<file path="src/rtl/floo_tile_link_isolator.sv">
`timescale 1ns/1ps
`default_nettype none
// -----------------------------------------------------------------------------
// floo_tile_link_isolator : per-port drain/isolate/wake gating of one channel
// Rev 1.0
// -----------------------------------------------------------------------------
module floo_tile_link_isolator #(
  parameter int unsigned NumPorts      = 4,
  parameter int unsigned DataWidth     = 64,
  parameter int unsigned TimeoutCycles = 256
) (
  input  logic                          clk_i,
  input  logic                          rst_ni,
  input  logic [NumPorts-1:0]           isolate_req_i,
  output logic [NumPorts-1:0]           isolated_o,
  output logic [NumPorts-1:0]           timeout_o,
  // ingress: neighbour -> router
  input  logic [NumPorts-1:0]           lnk_valid_i,
  output logic [NumPorts-1:0]           lnk_ready_o,
  input  logic [NumPorts*DataWidth-1:0] lnk_data_i,
  input  logic [NumPorts-1:0]           lnk_last_i,
  output logic [NumPorts-1:0]           rtr_valid_o,
  input  logic [NumPorts-1:0]           rtr_ready_i,
  output logic [NumPorts*DataWidth-1:0] rtr_data_o,
  output logic [NumPorts-1:0]           rtr_last_o,
  // egress: router -> neighbour
  input  logic [NumPorts-1:0]           rtr_valid_i,
  output logic [NumPorts-1:0]           rtr_ready_o,
  input  logic [NumPorts*DataWidth-1:0] rtr_data_i,
  input  logic [NumPorts-1:0]           rtr_last_i,
  output logic [NumPorts-1:0]           lnk_valid_o,
  input  logic [NumPorts-1:0]           lnk_ready_i,
  output logic [NumPorts*DataWidth-1:0] lnk_data_o,
  output logic [NumPorts-1:0]           lnk_last_o
);

  typedef enum logic [1:0] {
    ST_ACTIVE   = 2'd0,
    ST_DRAIN    = 2'd1,
    ST_ISOLATED = 2'd2,
    ST_WAKE     = 2'd3
  } port_state_e;

  // A zero timeout still needs a 1-bit counter to keep the declarations legal.
  localparam int unsigned         CntWidth = (TimeoutCycles > 0) ? $clog2(TimeoutCycles + 1) : 1;
  localparam logic [CntWidth-1:0] CntMax   = CntWidth'(TimeoutCycles);

  assign rtr_data_o = lnk_data_i;
  assign rtr_last_o = lnk_last_i;
  assign lnk_data_o = rtr_data_i;
  assign lnk_last_o = rtr_last_i;

  for (genvar p = 0; p < NumPorts; p++) begin : g_port
    port_state_e         state_q;
    port_state_e         state_d;
    logic                ing_pkt_q;
    logic                egr_pkt_q;
    logic                ing_open;
    logic                egr_open;
    logic                ing_hs;
    logic                egr_hs;
    logic [CntWidth-1:0] cnt_q;
    logic [CntWidth-1:0] cnt_d;

    // In DRAIN only a direction already carrying a packet stays open.
    assign ing_open = (state_q == ST_ACTIVE) || ((state_q == ST_DRAIN) && ing_pkt_q);
    assign egr_open = (state_q == ST_ACTIVE) || ((state_q == ST_DRAIN) && egr_pkt_q);

    assign rtr_valid_o[p] = lnk_valid_i[p] & ing_open;
    assign lnk_ready_o[p] = rtr_ready_i[p] & ing_open;
    assign lnk_valid_o[p] = rtr_valid_i[p] & egr_open;
    assign rtr_ready_o[p] = lnk_ready_i[p] & egr_open;

    assign ing_hs = lnk_valid_i[p] & rtr_ready_i[p] & ing_open;
    assign egr_hs = rtr_valid_i[p] & lnk_ready_i[p] & egr_open;

    always_comb begin
      state_d = state_q;
      cnt_d   = '0;
      case (state_q)
        ST_ACTIVE: begin
          if (isolate_req_i[p]) state_d = ST_DRAIN;
        end
        ST_DRAIN: begin
          // Abort has priority over completing the drain.
          if (!isolate_req_i[p])            state_d = ST_ACTIVE;
          else if (!ing_pkt_q && !egr_pkt_q) state_d = ST_ISOLATED;
        end
        ST_ISOLATED: begin
          if (!isolate_req_i[p]) state_d = ST_WAKE;
        end
        ST_WAKE: begin
          state_d = ST_ACTIVE;
        end
        default: begin
          state_d = ST_ACTIVE;
        end
      endcase

      // Counter is zero on the first DRAIN cycle and saturates at the limit.
      if ((state_q == ST_DRAIN) && (state_d == ST_DRAIN)) begin
        if (cnt_q != CntMax) cnt_d = cnt_q + CntWidth'(1);
        else                 cnt_d = cnt_q;
      end
    end

    always_ff @(posedge clk_i) begin
      if (!rst_ni) begin
        state_q   <= ST_ACTIVE;
        ing_pkt_q <= 1'b0;
        egr_pkt_q <= 1'b0;
        cnt_q     <= '0;
      end else begin
        state_q <= state_d;
        cnt_q   <= cnt_d;
        if (ing_hs) ing_pkt_q <= ~lnk_last_i[p];
        if (egr_hs) egr_pkt_q <= ~rtr_last_i[p];
      end
    end

    assign isolated_o[p] = (state_q == ST_ISOLATED);
    assign timeout_o[p]  = (TimeoutCycles != 0) && (state_q == ST_DRAIN) && (cnt_q == CntMax);
  end

endmodule
`default_nettype wire

</file>
<file path="config.mk">
export PLATFORM = sky130hd
export DESIGN_NAME = floo_tile_link_isolator
export DESIGN_NICKNAME = d
export VERILOG_FILES = /design/src/rtl/floo_tile_link_isolator.sv
export SDC_FILE = /design/constraint.sdc
export NUM_CORES = 1
export LEC_CHECK = 0
export BUFFER_PORTS_ARGS = -buffer_cell sky130_fd_sc_hd__buf_2
export CAP_MARGIN = 20
export CORE_AREA = 3 3 428 430
export DETAILED_ROUTE_END_ITERATION = 16
export DIE_AREA = 0 0 431 433
export PLACE_DENSITY_LB_ADDON = 0.08
export SYNTH_ARGS = -nofsm -noshare
export SYNTH_HDL_FRONTEND = slang
export SYNTH_SLANG_ARGS = --single-unit
</file>
<file path="constraint.sdc">
create_clock -name clk_i -period 2.2 [get_ports clk_i]
set_input_delay 0.22 -clock clk_i [delete_from_list [all_inputs] [get_ports clk_i]]
set_output_delay 0.22 -clock clk_i [all_outputs]
set_load 0.05 [all_outputs]
</file>
[Word level (Yosys, flattened, before mapping)]
Cells that the tools add are included.
W data, S select, Z words.
Operators by class
  add/subtract/negate cells: 4
  $mul: 0
  divide/modulo/power cells: 0
  order comparisons: 0
  equal/unequal tests: 24
  shift-type cells: 0
  mux-type cells: 20
  bitwise logic cells: 40
  reduce and logical (&&, ||, !) cells: 44
Operator list (number)
  $add A9 B1 Y9 const B: 4
  $eq A9 B9 Y1 const B: 4
  $ne A9 B9 Y1 const B: 4
  $and A1 B1 Y1: 32
  $mux W2: 16
  $pmux W2 S4: 4
  $logic_and A1 B1 Y1: 20
  $eq A2 B1 Y1 const B: 8
  $eq A2 B2 Y1 const B: 8
  $logic_not A1 Y1: 8
  $logic_not A2 Y1: 4
  $logic_or A1 B1 Y1: 8
  $not A1 Y1: 8
  $reduce_and A2 Y1: 4
Storage, ports and cells
  flip-flop bits (word level): 52
  bits in latches: 0
  bits in writable memories: 0
  bits in read-only memories: 0
  input port bits: 542
  output and inout bits: 544
  word-level logic and storage cells: 148
  memories: 0

[Depth between registers and ports, before layout]
  word-level depth: 8
  gate-level depth with buffers: 5
  mapped depth without buffers: 5

[Worst setup path before layout]
Ideal clock, no wire load.
  path type: reg-to-output
  start point: register g_port[1].cnt_q[2]
  end point: output timeout_o[1]
  data arrival time: 2.351 ns
  required time: 1.980 ns
  path slack: -0.371 ns
  stages on the path, launching flop included: 3
  buffers on the path: 0
  cells stage by stage: dfxtp_1 > or4_1 > nor4_1
Between the ends
  longest elaborated chain between the ends: 2
Ends and longest elaborated chain
  start, declared: RTL line 62  | logic [CntWidth-1:0] cnt_q;
  start signal, assigned: RTL line 115  | cnt_q <= cnt_d;
  $eq A9 B9 Y1: RTL line 122  | assign timeout_o[p] = (TimeoutCycles != 0) && (state_q == ST_DRAIN) && (cnt_q == CntMax);
  $logic_and A1 B1 Y1: RTL line 122
  end, declared: RTL line 16  | output logic [NumPorts-1:0] timeout_o,
Every way passes these cells.

[Final worst setup path]
  start point: register g_port[0].cnt_q[1]
  end point: output timeout_o[0]
Between the ends
  longest elaborated chain between the ends: 2
Ends and longest elaborated chain (RTL line)
  start, declared: 62
  start signal, assigned: 115
  $eq A9 B9 Y1: 122
  $logic_and A1 B1 Y1: 122
Every way passes these cells.

==> metrics.log <==
[metrics] status: complete, no violations
[metrics] pin slew with the least headroom to its limit: 0.759 ns
[metrics] hold path cells: 3
[metrics] via count of the first global-routing pass: 3395
[metrics] NetSw: 803 µW
[metrics] area of the multi-input gates: 1610 µm²
[metrics] nets@finish: 944
[metrics] via total after detailed routing: 3343
[metrics] final HPWL from detailed placement: 19800 µm
[metrics] post-synth design cell area: 6610 µm²
[metrics] maximum number of buffers from clock root to sink: 2
[metrics] clock insertion delay at the later pin of the skew report: 0.34 ns
[metrics] Pwr Total: 2420 µW
[metrics] number of antenna violations at the first check in global routing: 2
[metrics] number of endpoints with negative hold slack in the final report: 0
[metrics] time the final worst path needs with I/O delays and setup: 2.12 ns
[metrics] PD cells: 387 nW/µm²
[metrics] part of the power in combinational logic: 0.162
[metrics] number of flops mapped to enable cells by yosys: 0
[metrics] routed wire length: 24000 µm
[metrics] nature of the critical path startpoint: flop
[metrics] global-route wire length before repair: 30000 µm
[metrics] Inserted Clock Buffers: 5
[metrics] die area: 187000 µm²
[metrics] final standard cell utilization of the core: 0.0347
[metrics] worst-case clock skew: 0.00716 ns
[metrics] max_slew headroom: 0.487
[metrics] cell types with the largest area share after synthesis: buf_4, dfxtp_1, a21oi_1
[metrics] crit path DAT: 1.90 ns
[metrics] type of the worst setup path: reg2out
[metrics] Yosys cell types: 37
[metrics] number of standard cells in the layout, taps in and fillers out: 2766
[metrics] Post-Synthesis Cells: 844
[metrics] average instance area after synthesis: 7.83 µm²
[metrics] launch instance of the worst min-delay path: lnk_last_i[0]
[metrics] fraction of power consumed by sequential logic: 0.407
[metrics] reg2reg path depth: 5
[metrics] CP Data Required Time: 1.98 ns
[metrics] I/O Pins: 1086
[metrics] ANT nets after route: 0
[metrics] filler cell count: 21400
[metrics] Setup-failing EPs final: 0
[metrics] P&R area growth vs syn: -5.53%
[metrics] effective utilization at floorplan: 0.0367
[metrics] switching part of the total: 0.332
[metrics] Pins Over Slew Limit: 0
[metrics] dominant synthesized flop cell: dfxtp_1
[metrics] P_int: 1610 µW
[metrics] count of hold buffers inserted by post-cts repair: 0
[metrics] share of layout cells above drive strength 1: 0.228
[metrics] cell leakage power: 0.00129 µW
[metrics] clock share of power: 0.431
[metrics] Tcrit/Tclk final: 0.965
[metrics] number of synthesis warnings: 0
[metrics] core footprint: 180000 µm²
[metrics] # DRC: 0
[metrics] maximum fanout encountered on the critical timing path: 2
[metrics] Clock Sinks: 52
[metrics] Row Count: 156
[metrics] Root Driver: clkbuf_16
[metrics] CTS clk-pin slew, worst paths: 0.08 ns
[metrics] footprint of the flip-flops and latches: 1050 µm²
[metrics] overall global routing resource usage: 0.0245
[metrics] die height: 433 µm
[metrics] RD Place Congestion: 0.567
[metrics] flop and latch count out of synthesis: 52
[metrics] Max rail drop VDD: 0.277 mV
[metrics] RR Startpoint: g_port[3].cnt_q[0]
[metrics] total iterations of the first detailed-routing run: 4
[metrics] via/cell ratio: 1.21
[metrics] sequential fraction of the synthesis area: 0.157
[metrics] port bufs: 61
[metrics] number of cells after detailed placement: 2754
[metrics] post-synth top area cell: buf_4
[metrics] pin count of the biggest net entering global routing: 17
[metrics] highest attainable clock frequency: 0.471 GHz
[metrics] Setup crit start: g_port[0].cnt_q[1]
[metrics] final-layout setup total negative slack: 0 ns
[metrics] H-tree Lvls: 2
[metrics] CTS tree: built
[metrics] remaining global-route overflow: 0
[metrics] sort of element at the end of the critical path: primary output
[metrics] fraction of synthesized cell area taken by the top area cell type: 0.590
[metrics] Hold Crit Class: in2reg
[metrics] Net Count, Synth: 1394
[metrics] proportion of synthesized flip-flops having asynchronous set or reset: 0
[metrics] floorplan die width: 431 µm
[metrics] count of max-cap constraint violations: 0
[metrics] initial DRC count: 119
[metrics] mean routed wirelength per cell: 8.69 µm
[metrics] worst hold margin: 0.160 ns
cells by family (layout without fill, tap and decap cells):
family                   Yosys count  count (layout)  share of synthesized area
AO/OA/AOI/OAI                     71              71                     0.0590
flip-flops                        52              52                      0.157
AND/OR/NAND/NOR                  156             156                      0.144
buffers and inverters            542              93                      0.605
XOR/XNOR                          15              15                     0.0199
other                              0               1                          0
adder cells (fa/ha/maj)            8               8                     0.0151
power by group through the flow:
stage	registers, µW	logic, µW	clock network, µW
6_report	985	391	1040
2_1_floorplan	992	2790	0
3_3_place_gp	1010	415	0
5_1_grt	991	426	1170
3_5_place_dp	1010	411	0
4_1_cts	989	413	1180
synth_stat cells, types with 7 or more instances:
cell type	count
or4_1	12
and2_1	16
buf_4	520
or3_1	15
nor2_1	20
nor2b_1	16
nand2_1	16
xnor2_1	7
nand4_1	7
nand3_1	21
xor2_1	8
a21oi_1	29
o21ai_0	27
ha_1	8
dfxtp_1	52
inv_1	15
final timing paths:
check	end	slack, ns
hold / removal	g_port[0].ing_pkt_q	0.16
hold reg to reg	g_port[0].egr_pkt_q	0.50
setup reg to reg	g_port[3].cnt_q[1]	0.60
setup / recovery	timeout_o[0]	0.08
through the flow:
step / worst slack (ns) / cell area (µm²)
after floorplan: 0.0112 / 6630
after global placement: 0.207 / 6020
after detailed placement: 0.260 / 6020
after CTS: 0.00118 / 6200
after global routing: -0.0232 / 6240
final: 0.0768 / 6250
worst max-delay path: stages (launching register included):
cell,delay (ns)
dfxtp_4,0.35
inv_1,0.10
ha_4,0.14
or4b_4,0.47
nor4b_4,0.31
buf_6,0.20
repair_timing:
item | 4_1_cts | 5_1_grt
gates resized for setup | 3 | 7
endpoints found under the setup margin | 1 | 1
buffers inserted | 0 | 3
pin swaps | 1 | 2
state kept, by name (all words and copies together), names as in the netlist:
name and count:
g_port.state_q 8, g_port.egr_pkt_q 4, g_port.cnt_q 36, g_port.ing_pkt_q 4
layer usage:
metal  track usage  vias to the layer above  wire [µm]
met5       0.00260                        -         69
met4        0.0374                        2       3440
met3        0.0167                      249       3530
met2        0.0353                      361      10700
met1        0.0176                     1425       6320
li1              -                     1306          -
final cells by class:
class	count	share of cell area
Tap cell	2370	0.475
Clock inverter	2	0.00621
Antenna cell	1	0.000401
Clock buffer	6	0.0206
Timing Repair Buffer	70	0.0631
Multi-Input combinational cell	250	0.258
Sequential cell	52	0.168
Inverter	15	0.00901
cell usage in the layout, fill, tap and decap left out, types with 8 or more instances in the layout:
master and instances:
a21oi_1 29, and2_1 16, buf_2 59, buf_4 9, dfxtp_1 50, inv_1 14
nand2_1 16, nand3_1 21, nor2_1 20, nor2b_1 16, o21ai_0 27, or3_1 15
or4_1 12, xor2_1 8
(Power assumes the default switching activity.)
